## src/rtl/fp_pkg.sv

```systemverilog
`default_nettype none
// ============================================================================
// Module      : fp_pkg
// Description : Shared floating-point definitions: operand/result classes,
//               flag bit positions, exponent bias and canonical quiet NaN.
// Revision    : 1.0 - initial parametrised release
// ============================================================================
package fp_pkg;

    // Operand class, also reused as the result class carried down the pipe.
    // As a result class, CLS_SNAN means "canonical NaN with invalid raised".
    typedef enum logic [2:0] {
        CLS_ZERO = 3'd0,
        CLS_NORM = 3'd1,
        CLS_INF  = 3'd2,
        CLS_QNAN = 3'd3,
        CLS_SNAN = 3'd4
    } fp_class_e;

    // Flag vector layout: {invalid, overflow, underflow, inexact}
    localparam int FLAG_W         = 4;
    localparam int FLAG_INEXACT   = 0;
    localparam int FLAG_UNDERFLOW = 1;
    localparam int FLAG_OVERFLOW  = 2;
    localparam int FLAG_INVALID   = 3;

    // Exponent bias for an exponent field of exp_w bits
    function automatic int fp_bias(input int exp_w);
        return (1 << (exp_w - 1)) - 1;
    endfunction

    // Canonical quiet NaN {0, all-ones, 1, zeros}, right-aligned in 128 bits
    function automatic logic [127:0] fp_canon_nan(input int exp_w, input int frac_w);
        logic [127:0] v;
        v = ((128'd1 << exp_w) - 128'd1) << frac_w;
        v = v | (128'd1 << (frac_w - 1));
        return v;
    endfunction

endpackage
`default_nettype wire

```

## src/rtl/fp_round_norm.sv

```systemverilog
`default_nettype none
// ============================================================================
// Module      : fp_round_norm
// Description : Combinational normalise / round-to-nearest-even / pack stage.
//               Takes a raw significand product, a biased exponent and the
//               pre-decided special class, returns the packed word and flags.
// Revision    : 1.0 - initial parametrised release
// ============================================================================
module fp_round_norm
    import fp_pkg::*;
#(
    parameter int EXP_W  = 8,
    parameter int FRAC_W = 23
) (
    input  logic                      sign,
    input  logic signed [EXP_W+1:0]   exp_in,
    input  logic [2*FRAC_W+1:0]       prod,
    input  fp_class_e                 cls,
    output logic [EXP_W+FRAC_W:0]     word,
    output logic [FLAG_W-1:0]         flags
);

    localparam int W   = 1 + EXP_W + FRAC_W;
    localparam int E_W = EXP_W + 2;

    localparam logic signed [E_W-1:0] c_emax  = E_W'((1 << EXP_W) - 1);
    localparam logic signed [E_W-1:0] c_ezero = '0;
    localparam logic [W-1:0]          c_nan   = W'(fp_canon_nan(EXP_W, FRAC_W));

    logic                    w_msb;
    logic [2*FRAC_W:0]       w_norm;
    logic [FRAC_W-1:0]       w_frac_pre;
    logic                    w_guard;
    logic                    w_sticky;
    logic                    w_rnd_up;
    logic [FRAC_W:0]         w_frac_sum;
    logic [1:0]              w_inc;
    logic signed [E_W-1:0]   w_exp_fin;
    logic                    w_ovf;
    logic                    w_unf;

    // Product is in [1,4): shift by one when below 2 so the hidden bit drops out
    assign w_msb      = prod[2*FRAC_W+1];
    assign w_norm     = w_msb ? prod[2*FRAC_W:0] : {prod[2*FRAC_W-1:0], 1'b0};
    assign w_frac_pre = w_norm[2*FRAC_W:FRAC_W+1];
    assign w_guard    = w_norm[FRAC_W];
    assign w_sticky   = |w_norm[FRAC_W-1:0];

    // Nearest-even: round up above half, or exactly half with odd lsb
    assign w_rnd_up   = w_guard & (w_sticky | w_frac_pre[0]);
    assign w_frac_sum = {1'b0, w_frac_pre} + {{FRAC_W{1'b0}}, w_rnd_up};

    // Carry out of the fraction leaves it all-zero and bumps the exponent
    assign w_inc      = {1'b0, w_msb} + {1'b0, w_frac_sum[FRAC_W]};
    assign w_exp_fin  = exp_in + $signed({{EXP_W{1'b0}}, w_inc});
    assign w_ovf      = (w_exp_fin >= c_emax);
    assign w_unf      = (w_exp_fin <= c_ezero);

    // Special classes override the finite path; finite path checks range
    always_comb begin
        word  = '0;
        flags = '0;
        case (cls)
            CLS_SNAN: begin
                word                = c_nan;
                flags[FLAG_INVALID] = 1'b1;
            end
            CLS_QNAN: word = c_nan;
            CLS_INF:  word = {sign, {EXP_W{1'b1}}, {FRAC_W{1'b0}}};
            CLS_ZERO: word = {sign, {(W-1){1'b0}}};
            default: begin
                if (w_ovf) begin
                    word                  = {sign, {EXP_W{1'b1}}, {FRAC_W{1'b0}}};
                    flags[FLAG_OVERFLOW]  = 1'b1;
                    flags[FLAG_INEXACT]   = 1'b1;
                end else if (w_unf) begin
                    word                  = {sign, {(W-1){1'b0}}};
                    flags[FLAG_UNDERFLOW] = 1'b1;
                    flags[FLAG_INEXACT]   = 1'b1;
                end else begin
                    word                  = {sign, w_exp_fin[EXP_W-1:0], w_frac_sum[FRAC_W-1:0]};
                    flags[FLAG_INEXACT]   = w_guard | w_sticky;
                end
            end
        endcase
    end

endmodule
`default_nettype wire

```

## src/rtl/fp_mul_pipe.sv

```systemverilog
`default_nettype none
// ============================================================================
// Module      : fp_mul_pipe
// Description : Three-stage, stall-capable IEEE-754 multiplier with
//               valid/ready handshake. S1 unpack/classify/exponent,
//               S2 significand product, S3 normalise/round/pack (output reg).
// Revision    : 1.0 - initial parametrised release
// ============================================================================
module fp_mul_pipe
    import fp_pkg::*;
#(
    parameter int EXP_W  = 8,
    parameter int FRAC_W = 23
) (
    input  logic                      clk,
    input  logic                      rst_n,
    input  logic                      in_valid,
    output logic                      in_ready,
    input  logic [EXP_W+FRAC_W:0]     a,
    input  logic [EXP_W+FRAC_W:0]     b,
    output logic                      out_valid,
    input  logic                      out_ready,
    output logic [EXP_W+FRAC_W:0]     result,
    output logic [FLAG_W-1:0]         flags
);

    localparam int W   = 1 + EXP_W + FRAC_W;
    localparam int E_W = EXP_W + 2;
    localparam int S_W = FRAC_W + 1;
    localparam int P_W = 2 * FRAC_W + 2;

    localparam logic signed [E_W-1:0] c_bias = E_W'(fp_bias(EXP_W));

    function automatic fp_class_e classify(input logic [EXP_W-1:0] e,
                                           input logic [FRAC_W-1:0] f);
        if (e == '0)        return CLS_ZERO;
        if (e != '1)        return CLS_NORM;
        if (f == '0)        return CLS_INF;
        if (f[FRAC_W-1])    return CLS_QNAN;
        return CLS_SNAN;
    endfunction

    // Handshake wires
    logic w_s1_load, w_s2_load, w_s3_load;

    // S1 combinational
    fp_class_e             w_cls_a, w_cls_b, w_cls_res;
    logic                  w_a_nan, w_b_nan, w_invalid;
    logic signed [E_W-1:0] w_exp_sum;

    // Pipeline registers
    logic                  r_s1_valid, r_s1_sign;
    logic signed [E_W-1:0] r_s1_exp;
    logic [S_W-1:0]        r_s1_sig_a, r_s1_sig_b;
    fp_class_e             r_s1_cls;

    logic                  r_s2_valid, r_s2_sign;
    logic signed [E_W-1:0] r_s2_exp;
    logic [P_W-1:0]        r_s2_prod;
    fp_class_e             r_s2_cls;

    logic [P_W-1:0]        w_prod;
    logic [W-1:0]          w_word;
    logic [FLAG_W-1:0]     w_flags;

    // Each stage refills when empty or when its successor takes its content
    assign w_s3_load = !out_valid || out_ready;
    assign w_s2_load = !r_s2_valid || w_s3_load;
    assign w_s1_load = !r_s1_valid || w_s2_load;
    assign in_ready  = w_s1_load;

    assign w_cls_a   = classify(a[W-2:FRAC_W], a[FRAC_W-1:0]);
    assign w_cls_b   = classify(b[W-2:FRAC_W], b[FRAC_W-1:0]);
    assign w_exp_sum = $signed({2'b00, a[W-2:FRAC_W]}) + $signed({2'b00, b[W-2:FRAC_W]}) - c_bias;

    // Resolve the result class by priority: NaN/invalid, infinity, zero, finite
    always_comb begin
        w_a_nan   = (w_cls_a == CLS_QNAN) || (w_cls_a == CLS_SNAN);
        w_b_nan   = (w_cls_b == CLS_QNAN) || (w_cls_b == CLS_SNAN);
        w_invalid = (w_cls_a == CLS_SNAN) || (w_cls_b == CLS_SNAN) ||
                    ((w_cls_a == CLS_INF) && (w_cls_b == CLS_ZERO)) ||
                    ((w_cls_a == CLS_ZERO) && (w_cls_b == CLS_INF));
        if (w_invalid)
            w_cls_res = CLS_SNAN;
        else if (w_a_nan || w_b_nan)
            w_cls_res = CLS_QNAN;
        else if ((w_cls_a == CLS_INF) || (w_cls_b == CLS_INF))
            w_cls_res = CLS_INF;
        else if ((w_cls_a == CLS_ZERO) || (w_cls_b == CLS_ZERO))
            w_cls_res = CLS_ZERO;
        else
            w_cls_res = CLS_NORM;
    end

    // S1: capture sign, biased exponent sum, significands and result class
    always_ff @(posedge clk or negedge rst_n) begin
        if (!rst_n) begin
            r_s1_valid <= 1'b0;
            r_s1_sign  <= 1'b0;
            r_s1_exp   <= '0;
            r_s1_sig_a <= '0;
            r_s1_sig_b <= '0;
            r_s1_cls   <= CLS_ZERO;
        end else if (w_s1_load) begin
            r_s1_valid <= in_valid;
            if (in_valid) begin
                r_s1_sign  <= a[W-1] ^ b[W-1];
                r_s1_exp   <= w_exp_sum;
                r_s1_sig_a <= {1'b1, a[FRAC_W-1:0]};
                r_s1_sig_b <= {1'b1, b[FRAC_W-1:0]};
                r_s1_cls   <= w_cls_res;
            end
        end
    end

    assign w_prod = {{S_W{1'b0}}, r_s1_sig_a} * {{S_W{1'b0}}, r_s1_sig_b};

    // S2: full-width significand product
    always_ff @(posedge clk or negedge rst_n) begin
        if (!rst_n) begin
            r_s2_valid <= 1'b0;
            r_s2_sign  <= 1'b0;
            r_s2_exp   <= '0;
            r_s2_prod  <= '0;
            r_s2_cls   <= CLS_ZERO;
        end else if (w_s2_load) begin
            r_s2_valid <= r_s1_valid;
            if (r_s1_valid) begin
                r_s2_sign <= r_s1_sign;
                r_s2_exp  <= r_s1_exp;
                r_s2_prod <= w_prod;
                r_s2_cls  <= r_s1_cls;
            end
        end
    end

    fp_round_norm #(
        .EXP_W  (EXP_W),
        .FRAC_W (FRAC_W)
    ) u_round_norm (
        .sign   (r_s2_sign),
        .exp_in (r_s2_exp),
        .prod   (r_s2_prod),
        .cls    (r_s2_cls),
        .word   (w_word),
        .flags  (w_flags)
    );

    // S3: output register, held while the consumer stalls
    always_ff @(posedge clk or negedge rst_n) begin
        if (!rst_n) begin
            out_valid <= 1'b0;
            result    <= '0;
            flags     <= '0;
        end else if (w_s3_load) begin
            out_valid <= r_s2_valid;
            if (r_s2_valid) begin
                result <= w_word;
                flags  <= w_flags;
            end
        end
    end

endmodule
`default_nettype wire

```

## config.mk

```make
export PLATFORM = sky130hd
export DESIGN_NAME = fp_mul_pipe
export DESIGN_NICKNAME = d
export VERILOG_FILES = /design/src/rtl/fp_pkg.sv /design/src/rtl/fp_round_norm.sv /design/src/rtl/fp_mul_pipe.sv
export SDC_FILE = /design/constraint.sdc
export NUM_CORES = 2
export LEC_CHECK = 0
export CAP_MARGIN = 30
export CORE_UTILIZATION = 25
export DETAILED_ROUTE_END_ITERATION = 12
export GPL_TIMING_DRIVEN = 0
export SKIP_CTS_REPAIR_TIMING = 1
export SYNTH_ARGS = -nofsm -noshare
export SYNTH_HDL_FRONTEND = slang
export SYNTH_SLANG_ARGS = --single-unit
```

## constraint.sdc

```tcl
create_clock -name clk -period 9.2 [get_ports clk]
set_input_delay 2.76 -clock clk [delete_from_list [all_inputs] [get_ports clk]]
set_output_delay 2.76 -clock clk [all_outputs]
set_load 0.02 [all_outputs]
```

# --- Word level (Yosys, flattened, before mapping) ---
# Cells that the tools add are included.
classes:
  addsub: 5
  mul: 1
  div: 0
  n_lt_le_gt_ge: 2
  eq_ne: 11
  n_shift: 0
  mux: 51
  n_bitwise: 4
  n_reduce_logical: 29
op_table:
  columns: ["op", "count"]
  rows:
  - ["32-bit one-hot mux with 3 select lines", 1]
  - ["31-bit two-way mux", 2]
  - ["3-bit two-way mux", 18]
  - ["24-bit by 24-bit multiplier with 48-bit output", 1]
  - ["47-bit two-way mux", 1]
  - ["23-bit logical NOT", 2]
  - ["1-bit two-way mux", 27]
  - ["23-bit by 1-bit adder with 24-bit output", 1]
  - ["23-bit OR reduction", 1]
  - ["3-bit by 2-bit == test with 1-bit output, second input constant", 6]
  - ["8-bit logical NOT", 2]
  - ["8-bit != test, second input constant", 2]
  - ["1-bit logical OR", 11]
  - ["10-bit by 3-bit adder with 10-bit output", 1]
  - ["10-bit by 9-bit >= comparator with 1-bit output, second input constant", 1]
  - ["10-bit by 1-bit <= comparator with 1-bit output, second input constant", 1]
  - ["9-bit by 7-bit subtractor with 10-bit output, second input constant", 1]
  - ["8-bit by 8-bit adder with 9-bit output", 1]
  - ["3-bit == test, second input constant", 3]
  - ["3-bit logical NOT", 3]
  - ["2-bit AND reduction", 3]
  - ["2-bit two-way mux", 2]
  - ["4-bit OR reduction", 1]
  - ["1-bit logical NOT", 3]
  - ["other kinds (6)", 8]
word_totals:
  ff_bits: 163
  latchBits: 0
  ramBits: 0
  mem_bits_ro: 0
  in_bits: 68
  out_inout_bits: 38
  wordCells: 117
  memories: 0

# --- Longest topological paths before layout ---
depth:
  ltp_word: 18
  depth_mapped: 26

# --- Modules after synthesis ---
# From an unflattened synthesis, not the netlist that was laid out.
unflattened:
  cells_unflattened: 2973
  hier_area_um2: 27288.7
by_module_without_submodules:
  columns: ["mod", "instances", "cells_each", "area_each_um2", "seq_area_each_um2"]
  rows:
  - ["fp_mul_pipe", 1, 2705, 25486.9, 4053.9]
  - ["fp_round_norm", 1, 268, 1801.7, 0.0]

# --- Worst setup path after synthesis ---
# Ideal clock, no wire load.
synth_path:
  kind: "reg2reg"
  from: "register r_s1_sig_b[3]"
  to: "register r_s2_prod[40]"
  arrival_ps: 6657
  required_time_ps: 9069
  setup_slack_ps: 2411
  stages_incl_launch_ff: 26
  synth_period_minus_slack_ps: 6789
  path_cell_list: "dfrtp_1 -> clkbuf_1 -> clkbuf_1 -> nand2_1 -> fa_1 -> inv_1 -> fa_1 -> inv_1 -> fa_1 -> fa_1 -> inv_1 -> fa_1 -> fa_1 -> inv_1 -> fa_1 -> inv_1 -> ha_1 -> clkbuf_1 -> a21o_1 -> a21o_1 -> a221oi_1 -> o21ai_2 -> a31o_4 -> a221oi_4 -> nor4_1 -> or3_1"
synth_between:
  elab_chain_cells: 1
synth_lines:
  columns: ["item", "line", "source"]
  rows:
  - ["from (decl)", "fp_mul_pipe.sv:54", "logic [S_W-1:0] r_s1_sig_a, r_s1_sig_b;"]
  - ["from (signal assigned)", "fp_mul_pipe.sv:110", "r_s1_sig_b <= {1'b1, b[FRAC_W-1:0]};"]
  - ["24-bit by 24-bit multiplier with 48-bit output", "fp_mul_pipe.sv:116", "assign w_prod = {{S_W{1'b0}}, r_s1_sig_a} * {{S_W{1'b0}}, r_s1_sig_b};"]
  - ["to (signal assigned)", "fp_mul_pipe.sv:131", "r_s2_prod <= w_prod;"]
  - ["to (decl)", "fp_mul_pipe.sv:59", "logic [P_W-1:0] r_s2_prod;"]
# Every way passes these cells.
# A chain may end at the register's enable or synchronous reset.

# --- Worst setup path after layout ---
layout_path:
  from: "register r_s1_sig_a[13]"
  to: "register r_s2_prod[47]"
layout_between:
  elab_chain_cells: 1
layout_lines:
  columns: ["item", "line", "source"]
  rows:
  - ["from (decl)", "fp_mul_pipe.sv:54", null]
  - ["from (signal assigned)", "fp_mul_pipe.sv:109", "r_s1_sig_a <= {1'b1, a[FRAC_W-1:0]};"]
  - ["24-bit by 24-bit multiplier with 48-bit output", "fp_mul_pipe.sv:116", null]
# Every way passes these cells.

==> key figures <==
Setup path
  – Critical path type: register to register
  – Worst endpoint data arrival time: 8.90 ns
  – Slowest stage delay, CP: 0.78 ns
  – CP Max Fanout: 10
  – Worst EP required: 9.51 ns
  – Worst r2r src: r_s1_sig_a[13]$_DFFE_PN0P_
  – CP startpoint: r_s1_sig_a[13]$_DFFE_PN0P_
  – Element type at the critical path start: register
  – Critical-path top delay cell: clkbuf_1
  – Element type at the critical path end: register

Routing
  – Routed vias/inst: 4.75
  – Drt first pass iters: 5
  – Remaining DRCs: 0
  – Final ANT Viol Nets: 0
  – Total Wirelength: 90,300 um
  – Iter 0 DRT Violations: 1,768
  – Avg WL per Cell: 19.8 um
  – DR vias: 21.7k

Clock network
  – Worst-skew pair later-pin latency: 0.47 ns
  – Clock Sinks: 162
  – Clock transition at the registers of the reported paths: 0.08 ns
  – Clock H-tree levels: 4
  – Clk buf depth: 2
  – CTS tree: built
  – CTS Buf Count: 17
  – Root buffer selected by CTS: clkbuf_16

Synth
  – Synthesized area: 26,800 um^2
  – Post-synthesis async set-or-reset flop share: 1.00
  – Primary FF master, synth: dfrtp_1
  – Post-synth EDFFs: 0
  – #FFs+latches synth: 162
  – Netlist cell types: 70
  – Synth warn: 0
  – Sequential share of the synthesized area: 0.151
  – Cells after Synth: 3,035
  – Syn nets: 3,781
  – Avg Cell Area, Syn: 8.84 um^2

STA
  – Final setup viols: 0
  – RSZ-0062 raised after global routing: no
  – Highest clock rate: 116 MHz
  – Final Max Slew Viols: 0
  – TNS Setup: 0 ns
  – Final Cycle Share: 0.934
  – Final setup margin: 0.605 ns
  – Hold Worst Slack: 0.465 ns
  – Tightest Pin Transition: 1.00 ns
  – Endpoints failing hold: 0
  – Clock skew: 0.0216 ns
  – Tmin final: 8.60 ns
  – Relative slew slack: 0.332

Global routing
  – Initial antenna violation count: 9
  – First-pass GRT wire length: 137,000 um
  – Largest net degree at the start of global routing: 98
  – Grt ovf: 0
  – GRT Total Usage: 0.169
  – Vias in the first global route: 22.2k

Floorplanning
  – Die Area: 109,000 um^2
  – Chip Height: 330 um
  – Placeable core area: 106,000 um^2
  – Num ports: 106
  – Row cnt: 119
  – Die width: 330 um
  – Initial core utilization: 0.253

Place
  – GPL Wtd Cong: 0.988
  – IO buf count: 105
  – Dpl hpwl: 73,700 um
  – Pre-CTS setup slack: 0.890 ns
  – Post-DP Area: 29,700 um^2

Outcome
  – Status: finished clean

Layout
  – Design area: 30,200 um^2
  – Commonest non-fill, non-tap cell in the layout: nand2_1
  – Commonest non-fill, non-tap cells in the layout: nand2_1 (610), inv_1 (568), fa_1 (484), and2_1 (293), ha_1 (194)
  – Layout cells sized above 1: 0.0183
  – Syn-to-layout area delta: 12.7%
  – Nets: 3,908

Run
  – Max cap viols: 0

Hold path
  – HP Start: result[31]$_DFFE_PN0P_
  – Type of the tightest min-delay check: register to register
[metrics by stage]
stage | instances | utilization
final | 4562 | 0.286
after CTS | 4560 | 0.286
after global placement | 4531 | 0.280
after detailed placement | 4533 | 0.280
after global routing | 4561 | 0.286
after floorplan | 3035 | -
[path summary, 6_finish.rpt]
check,to,slack (ns),cells past startpoint
setup / recovery,r_s2_prod[47]$_DFFE_PN0P_,0.60,25
hold / removal,result[31]$_DFFE_PN0P_,0.47,2
setup reg to reg,r_s2_prod[47]$_DFFE_PN0P_,0.60,25
hold reg to reg,result[31]$_DFFE_PN0P_,0.47,2
max in group asynchronous,r_s1_sig_b[10]$_DFFE_PN0P_,6.00,2
min in group asynchronous,r_s2_prod[44]$_DFFE_PN0P_,2.25,1
[sequential cells by signal, indices dropped and copies added, names as in the netlist]
| signal | count |
|---|---|
| r_s2_prod | 48 |
| r_s2_sign | 1 |
| r_s1_valid | 1 |
| out_valid | 1 |
| r_s1_sig_a | 24 |
| result | 32 |
| r_s1_cls | 3 |
| r_s1_exp | 10 |
| r_s1_sign | 1 |
| r_s2_cls | 3 |
| r_s2_exp | 10 |
| r_s1_sig_b | 23 |
| r_s2_valid | 1 |
| flags | 4 |
[worst max-delay path: cells and delay by family (launching register included)]
kind	cells	cell delay (ns)
adder cells (fa/ha/maj)	8	4.05
buffers and inverters	8	1.20
XOR/XNOR	1	0.18
AND/OR/NAND/NOR	3	0.47
flip-flops	1	0.67
AO/OA/AOI/OAI	5	1.85
[cells by family after synthesis]
kind of cell,count (synthesis),share of synthesized area
XOR/XNOR,77,0.0251
AO/OA/AOI/OAI,281,0.0684
AND/OR/NAND/NOR,1084,0.191
buffers and inverters,727,0.102
adder cells (fa/ha/maj),678,0.452
flip-flops,162,0.151
multiplexers,26,0.00998
[layout make-up]
class / count / area (um^2)
clock inverters: 9 / 109
flip-flops and latches: 162 / 4050
multi-input cells: 2146 / 20000
inverters: 568 / 2130
repair buffers: 108 / 1100
plain buffers: 159 / 616
clock buffers: 18 / 439
well taps: 1391 / 1740
fillers: 11300 / 75600
diodes: 1 / 2.50
[layer usage]
metal | track usage | routed length, um | vias up
met5 | 0 | 25 | -
met4 | 0.0591 | 3180 | 4
met3 | 0.0316 | 7930 | 161
met2 | 0.263 | 40500 | 935
met1 | 0.235 | 38700 | 11100
li1 | - | - | 9485
[synthesized netlist by cell type, types with 3 or more instances]
master	number	share of area
buf_2	3	0.00056
a22o_1	21	0.0069
and2_1	293	0.068
o31ai_1	7	0.0020
a31oi_1	8	0.0019
nand3b_1	3	0.00084
fa_1	484	0.36
o22a_1	8	0.0026
nor2_1	39	0.0055
inv_1	568	0.079
nand2b_1	11	0.0026
nor3_1	17	0.0032
mux2i_1	23	0.0086
nand2_1	610	0.085
xnor2_1	44	0.014
o21ai_0	86	0.016
clkbuf_1	147	0.021
nor2b_1	8	0.0019
o211ai_1	6	0.0017
a211oi_1	7	0.0020
o21bai_1	6	0.0017
xor2_1	33	0.011
nand4_1	23	0.0054
o311ai_0	4	0.0013
nand3_1	29	0.0054
a21o_1	27	0.0076
and3_1	10	0.0023
o21a_1	5	0.0014
ha_1	194	0.090
nor4_1	17	0.0040
or3_1	6	0.0014
buf_1	7	0.00098
a21oi_1	69	0.013
dfrtp_1	162	0.15
a21boi_0	4	0.0011
or4_1	5	0.0014
Power is left out: the tool's default activity adds up to more than one toggle a clock period on the data nets, which glitch-free logic cannot reach.
